$ cat src/rtl/reduction_sequencer.sv
// Streaming sum-reduction: Elements-lane beats summed by an adder tree, accumulated into a signed register.
// Latency: result valid on the edge that accepts the last beat; held until out_ready.
// Backpressure: in_ready drops while a result waits; one vector in flight, no overlap.

module adder_tree #(
    parameter int Elements = 8
) (
    input  logic [Elements-1:0][7:0] lanes,
    output logic [7:0]               sum
);
    localparam int Levels = $clog2(Elements);

    logic [Elements-1:0][7:0] node;

    // Pairwise halving per level; lane sums wrap modulo 256.
    always_comb begin
        node = lanes;
        for (int lvl = 0; lvl < Levels; lvl++) begin
            for (int j = 0; j < Elements / 2; j++) begin
                if (j < (Elements >> (lvl + 1))) begin
                    node[j] = node[2*j] + node[2*j+1];
                end
            end
        end
        sum = node[0];
    end
endmodule

module reduction_sequencer #(
    parameter int Elements   = 8,
    parameter int AccWidth   = 16,
    parameter int CountWidth = 8
) (
    input  logic                         clk_in,
    input  logic                         rst_n_in,
    input  logic                         clear_in,
    input  logic [Elements-1:0][7:0]     in_data,
    input  logic                         in_valid,
    input  logic                         in_last,
    output logic                         in_ready,
    output logic [AccWidth-1:0]          out_data,
    output logic [CountWidth-1:0]        out_beats,
    output logic                         out_overflow,
    output logic                         out_valid,
    input  logic                         out_ready
);
    typedef enum logic [1:0] {
        IDLE  = 2'd0,
        ACCUM = 2'd1,
        DONE  = 2'd2
    } state_t;

    state_t                state, state_nxt;
    logic [AccWidth-1:0]   acc, acc_nxt;
    logic [CountWidth-1:0] beats, beats_nxt;
    logic                  ovf, ovf_nxt;
    logic                  live;

    logic [7:0]            part_sum;
    logic [AccWidth-1:0]   part_ext;
    logic [AccWidth-1:0]   acc_sum;
    logic                  add_ovf;
    logic                  accept;

    adder_tree #(.Elements(Elements)) u_tree (
        .lanes (in_data),
        .sum   (part_sum)
    );

    assign part_ext = {{(AccWidth-8){part_sum[7]}}, part_sum};
    assign acc_sum  = acc + part_ext;
    assign add_ovf  = (acc[AccWidth-1] == part_ext[AccWidth-1]) &&
                      (acc_sum[AccWidth-1] != acc[AccWidth-1]);

    // live keeps in_ready low until the first edge after reset release.
    assign in_ready     = live && (state != DONE);
    assign accept       = in_valid && in_ready;
    assign out_valid    = (state == DONE);
    assign out_data     = acc;
    assign out_beats    = beats;
    assign out_overflow = ovf;

    always_ff @(posedge clk_in or negedge rst_n_in) begin
        if (!rst_n_in) begin
            state <= IDLE;
            acc   <= '0;
            beats <= '0;
            ovf   <= 1'b0;
            live  <= 1'b0;
        end else begin
            state <= state_nxt;
            acc   <= acc_nxt;
            beats <= beats_nxt;
            ovf   <= ovf_nxt;
            live  <= 1'b1;
        end
    end

    always_comb begin
        state_nxt = state;
        acc_nxt   = acc;
        beats_nxt = beats;
        ovf_nxt   = ovf;
        case (state)
            IDLE: begin
                if (accept) begin
                    acc_nxt   = part_ext;
                    beats_nxt = CountWidth'(1);
                    ovf_nxt   = 1'b0;
                    state_nxt = in_last ? DONE : ACCUM;
                end
            end
            ACCUM: begin
                if (accept) begin
                    acc_nxt   = acc_sum;
                    beats_nxt = (&beats) ? beats : beats + CountWidth'(1);
                    ovf_nxt   = ovf | add_ovf;
                    if (in_last) state_nxt = DONE;
                end
            end
            DONE: begin
                if (out_ready) state_nxt = IDLE;
            end
            default: state_nxt = IDLE;
        endcase
        // Abort outranks both acceptance and the result handshake.
        if (clear_in) begin
            state_nxt = IDLE;
            acc_nxt   = '0;
            beats_nxt = '0;
            ovf_nxt   = 1'b0;
        end
    end
endmodule
$ cat config.mk
export PLATFORM = sky130hd
export DESIGN_NAME = reduction_sequencer
export DESIGN_NICKNAME = d
export VERILOG_FILES = /design/src/rtl/reduction_sequencer.sv
export SDC_FILE = /design/constraint.sdc
export NUM_CORES = 1
export LEC_CHECK = 0
export BUFFER_PORTS_ARGS = -buffer_cell sky130_fd_sc_hd__buf_4
export CELL_PAD_IN_SITES_DETAIL_PLACEMENT = 1
export CELL_PAD_IN_SITES_GLOBAL_PLACEMENT = 1
export CORE_ASPECT_RATIO = 1.25
export CORE_MARGIN = 5
export CORE_UTILIZATION = 30
export CTS_CLUSTER_DIAMETER = 50
export DETAILED_ROUTE_END_ITERATION = 7
export PLACE_DENSITY_LB_ADDON = 0.1
export SETUP_SLACK_MARGIN = 0.02
export SLEW_MARGIN = 20
export SYNTH_ARGS = -nofsm -noshare
export SYNTH_HDL_FRONTEND = slang
export SYNTH_SLANG_ARGS = --single-unit
$ cat constraint.sdc
create_clock -name clk_in -period 6.2 [get_ports clk_in]
set_input_delay 0.93 -clock clk_in [delete_from_list [all_inputs] [get_ports clk_in]]
set_output_delay 0.93 -clock clk_in [all_outputs]
set_load 0.01 [all_outputs]
# After elaboration in Yosys (flattened, before gate mapping)
# Index checks and enable logic that the tools add are counted.
dict set report classes {
  add_sub_neg 9
  eq_ne 10
  muxes 20
  n_bitwise 1
  n_reduce_logical 9
}
# op n
set ops {}
lappend ops {{$add 8x8->8} 7}
lappend ops {{$mux 16} 3}
lappend ops {{$mux 8} 4}
lappend ops {{$pmux 16 s2} 1}
lappend ops {{$add 16x16->16} 1}
lappend ops {{$pmux 8 s2} 1}
lappend ops {{$mux 2} 6}
lappend ops {{$ne 3x3->1 const B} 4}
lappend ops {{$add 8x1->8 const B} 1}
lappend ops {{$reduce_and 4->1} 2}
lappend ops {{$reduce_and 8->1} 1}
lappend ops {{$pmux 2 s3} 1}
lappend ops {{$logic_and 1x1->1} 3}
lappend ops {{$mux 1} 3}
lappend ops {{$ne 3x2->1 const B} 1}
lappend ops {{$reduce_and 3->1} 1}
lappend ops {{$reduce_bool 3->1} 1}
lappend ops {{$eq 2x1->1 const B} 1}
lappend ops {{$eq 2x2->1 const B} 1}
lappend ops {{$logic_not 2->1} 1}
lappend ops {{$ne 2x2->1 const B} 1}
lappend ops {{$pmux 1 s2} 1}
lappend ops {{$eq 1x1->1} 1}
lappend ops {{$ne 1x1->1} 1}
lappend ops {{$or 1x1->1} 1}
dict set report word_totals {
  ff_bits 28
  inputBits 70
  out_inout_bits 27
  wordCells 54
}

# Logic depth before layout (Yosys ltp)
dict set report depth {
  word_depth 10
  depth_mapped 24
  mapped_depth_nobuf 24
}

# Hierarchy
# A second synthesis with hierarchy kept.
dict set report hier_totals {
  hier_cells 382
  hier_area_um2 3374.5
}
# module instances cells_each area_each_um2
set by_module_without_submodules {}
lappend by_module_without_submodules {reduction_sequencer 1 246 2063.2}
lappend by_module_without_submodules {adder_tree 1 136 1311.3}

# Worst setup path before layout
# OpenSTA, ideal clock, no wires.
dict set report synth_path {
  kind {input port to flip-flop}
  from {input in_data[3] in the netlist's numbering}
  to {register acc[15], in the netlist out_data[15]}
  arrival_time_ps 6264
  path_slack_ps -190
  stages 22
  path_buffers 0
  path_cell_list {inv_1 fa_1 inv_1 fa_1 fa_1 inv_1 fa_1 inv_1 ha_1 a21o_1 a21oi_1 o21bai_1 a21oi_1 xnor2_2 ha_1 a21o_1 a21oi_1 o31ai_1 o31ai_1 o31a_2 mux4_2 a221o_1}
}
dict set report synth_via {
  elab_chain_len 7
  word_cells_on_any_way 8
}
# item line
set synth_lines {}
lappend synth_lines {{start: declaration} 37} ;# input logic [Elements-1:0][7:0] in_data,
lappend synth_lines {{$add 8x8->8 (*) (3 in a row)} 21} ;# node[j] = node[2*j] + node[2*j+1];
lappend synth_lines {{$add 16x16->16} 71} ;# assign acc_sum = acc + part_ext;
lappend synth_lines {{$mux 16} 114} ;# if (accept) begin
lappend synth_lines {{$pmux 16 s2 (*)} 104} ;# case (state)
lappend synth_lines {{$mux 16 (*)} 127} ;# if (clear_in) begin
lappend synth_lines {{end signal: assignment} 92} ;# acc <= acc_nxt;
lappend synth_lines {{end: declaration} 54} ;# logic [AccWidth-1:0] acc, acc_nxt;
# Mark *: on every way between the ends. The rest lies on a longest branch, timed or not. The select of a mux whose other input is x is not followed.
# A chain may end at the register's enable or synchronous reset.

# Final worst setup path
dict set report layout_path {
  from {input in_data[26] in the netlist's numbering}
  to {register acc[15], in the netlist out_data[15]}
}
# The elaborated chain is that of the path after synthesis.

==> out/results.tsv <==
stage	metric	value	unit
run_status	outcome	finished, final reports clean	
synthesis	Synth Instances	393	
place	port bufs	96	
critical_path	Required @ worst endpoint	6.36	ns
global_route	total track usage	13.3	%
clocking	CTS Hold Bufs	0	
sta	clk_skew	0.00617	ns
job	max-cap violation count	0	
routing	drt via density	4.70	
floorplanning	DIE AREA	13700	µm²
routing	routed len/inst	13.6	µm
routing	post-route ant nets	0	
sta	RSZ-0062 raised after global routing	false	
clocking	Clock Latency Late Sink	0.27	ns
routing	via count	3010	
place	DPL Wire Length	7.48	mm
layout	Filler Cells Inserted	1328	
layout	Antenna diodes	0	
synthesis	Avg Inst Size Synth	8.72	µm²
sta	max-slew violations	0	
routing	1st-iter DRT viols	49	
synthesis	sequential cell area fraction in the yosys report	20.4	%
floorplanning	chip width	106	µm
sta	Tmin final	5.93	ns
sta	Final period util	95.6	%
min_path	Worst Hold Class	reg -> reg	
critical_path	Critical Path Max Stage Delay	0.54	ns
sta	relative slew slack	43.3	%
clocking	CTS tree	yes	
routing	DRT Pass-1 Iters	4	
critical_path	Crit path max-delay family	adder cells	
layout	Syn-to-layout area delta	35.7	%
layout	share of layout cells above drive strength 1	28.5	%
global_route	first-pass GRT wire length	15.2	mm
sta	final setup fails	0	
clocking	H-tree Lvls	1	
global_route	GR Overflow Total	0	
synthesis	mapped cell area	3430	µm²
clocking	Worst-path clk slew	0.08	ns
sta	max frequency	169	MHz
floorplanning	Die H	130	µm
critical_path	critical path class	in -> reg	
critical_path	Setup crit end kind	flip-flop	
floorplanning	Starting Density	30.8	%
clocking	clk buf depth	2	
global_route	vias in the first global route	3392	
global_route	pin count of the biggest net entering global routing	29	
layout	fin cells	640	
global_route	initial antenna violation count	0	
synthesis	syn_nets	527	
routing	final wirelength	8.70	mm
place	RD Place Congestion	0.783	
routing	residual DRC count	0	
critical_path	slowest stage cell, crit path	fa_1	
layout	post-layout util	41.8	%
clocking	root buf cell	clkbuf_16	
synthesis	Yosys reg bits	28	
critical_path	worst-path cell chain	buf_4, inv_1, fa_1, inv_1, fa_1, fa_1, inv_1, fa_1, inv_1, ha_1, inv_1, fa_2, inv_1, a21o_1, a21oi_2, xnor2_2, ha_1, o21ai_0, buf_4, o31ai_4, o31ai_4, o31a_2, mux4_2, a221o_1	
synthesis	Ys Warns	0	
critical_path	crit path buf inv count	8	
floorplanning	IO Count	97	
critical_path	CP Data Arrival Time	6.09	ns
floorplanning	core area	11100	µm²
critical_path	CP startpoint kind	input pin	
clocking	clk sink count	28	
floorplanning	# rows	43	
synthesis	Yosys cell types	47	
clocking	Num CTS Buffers	3	
layout	Layout Nets	640	
critical_path	most used cell, CP	inv_1	
place	Inst Count DP	635	
sta	final hold vios	0	
sta	worst-margin pin slew	0.848	ns
critical_path	worst-path maximum fanout	3	
-- registers in the layout, summed over array words and instances, names as in the netlist --
signal        count
out_overflow      1
live              1
out_beats         8
out_data         16
state             2
-- cells by family (layout without fill, tap and decap cells) --
| family | after synthesis | count (layout) | synth area share (%) |
|---|---|---|---|
| buffers and inverters | 100 | 212 | 11.8 |
| and+or+nand+nor | 96 | 96 | 12.9 |
| AOI/OAI and AO/OA | 75 | 75 | 14.6 |
| adders and majority gates | 64 | 64 | 32.1 |
| DFF | 28 | 28 | 20.4 |
| xor gates and xnor gates | 27 | 27 | 7.12 |
| muxes | 2 | 2 | 0.949 |
| other | 1 | 1 | 0.109 |
-- synth_stat cells (all sizes together) --
library cell	instances	area (µm²)
inv	91	342
fa	40	801
nor2	32	120
dfrtp	28	701
nand2	26	97.6
ha	24	300
xnor2	21	191
o21ai	19	95.1
a21oi	14	70.1
nor3	11	55.1
clkbuf	8	50.1
a21o	7	52.6
nor2b	6	37.5
xor2	6	52.6
nand3	5	25.0
o21a	5	37.5
o31ai	5	37.5
a211oi	4	30.0
a311oi	4	35.0
nand2b	3	18.8
o21bai	3	22.5
a21boi	2	15.0
a31oi	2	12.5
and2	2	13.8
and3	2	12.5
nor3b	2	15.0
o211ai	2	15.0
o31a	2	20.0
or3	2	12.5
a2111oi	1	15.0
a221o	1	10.0
a22oi	1	7.51
a41oi	1	8.76
and2b	1	7.51
buf	1	11.3
conb	1	3.75
mux2i	1	10.0
mux4	1	22.5
nand4	1	6.26
nor4	1	6.26
o22a	1	8.76
o41ai	1	8.76
or2	1	6.26
or4	1	7.51
-- metrics by stage --
step                      setup TNS (ns)  cell area [µm²]  worst slack, ns  hold WS (ns)
after global placement            -0.148             4460          -0.0722         0.501
after CTS                              0             4570           0.0575         0.522
after global routing                   0             4650           0.0198         0.553
after detailed placement          -0.693             4460           -0.210         0.511
final                                  0             4650            0.272         0.521
after floorplan                        0             3490           0.0332         0.475
-- timing repair --
action / CTS / global route
gates resized for setup: 0 / 13
buffers inserted: 0 / 1
endpoints found under the setup margin: 0 / 5
-- worst min-delay path, cell delays in order (launching register included) --
cell     delay (ns)
dfrtp_1        0.35
o21ai_0        0.08
o41ai_1        0.06
-- layout make-up --
class | count | area, µm² | share of cell area [%]
clock buffers | 3 | 75.1 | 1.61
clock inverters | 1 | 30.0 | 0.646
well taps | 135 | 169 | 3.63
flip-flops and latches | 28 | 701 | 15.1
repair buffers | 117 | 882 | 19.0
multi-input cells | 265 | 2450 | 52.7
inverters | 91 | 342 | 7.34
-- path summary, 6_finish.rpt --
check,startpoint,to,slack (ns),cells past startpoint
setup / recovery,in_data[26],out_data[15]$_DFFE_PN0P_,0.27,24
hold / removal,out_overflow$_DFFE_PN0P_,out_overflow$_DFFE_PN0P_,0.52,2
setup reg to reg,out_data[0]$_DFFE_PN0P_,out_data[14]$_DFFE_PN0P_,3.32,11
hold reg to reg,out_overflow$_DFFE_PN0P_,out_overflow$_DFFE_PN0P_,0.52,2
max in group asynchronous,rst_n_in,out_beats[4]$_DFFE_PN0P_,5.32,1
min in group asynchronous,rst_n_in,out_data[11]$_DFFE_PN0P_,0.58,1
-- layout by cell type, fill, tap and decap left out, types with 2 or more instances in the layout --
master,netlist,routed
o31ai_1,5,3
xnor2_2,1,2
ha_1,24,21
o21a_1,5,5
or3_1,2,2
a21oi_2,0,4
o31ai_4,0,2
buf_4,0,116
o211ai_1,2,2
inv_1,91,89
xnor2_1,20,18
nand2_1,26,25
a21o_1,7,7
a211oi_1,4,4
o31a_2,2,2
xor2_1,6,6
a311oi_1,4,4
nor2_1,32,32
nor2b_1,6,6
a21oi_1,14,10
o21ai_0,19,19
a31oi_1,2,2
nor3b_1,2,2
clkbuf_16,0,3
dfrtp_1,28,28
and3_1,2,2
nand2b_1,3,3
nand3_1,5,5
ha_4,0,3
a21boi_0,2,2
nor3_1,11,11
fa_1,40,39
inv_2,0,2
o21bai_1,3,3
-- layer usage --
metal / global-route usage [%] / share of wire (%) / wire length (µm)
met5: 0 / 0 / 0
met4: 3.89 / 1.3 / 111
met3: 1.35 / 3.4 / 300
met2: 27.0 / 57 / 4940
met1: 14.5 / 39 / 3350
Power is not shown: default switching activity piles up to over one toggle a cycle in this logic, so the estimate is an artifact.
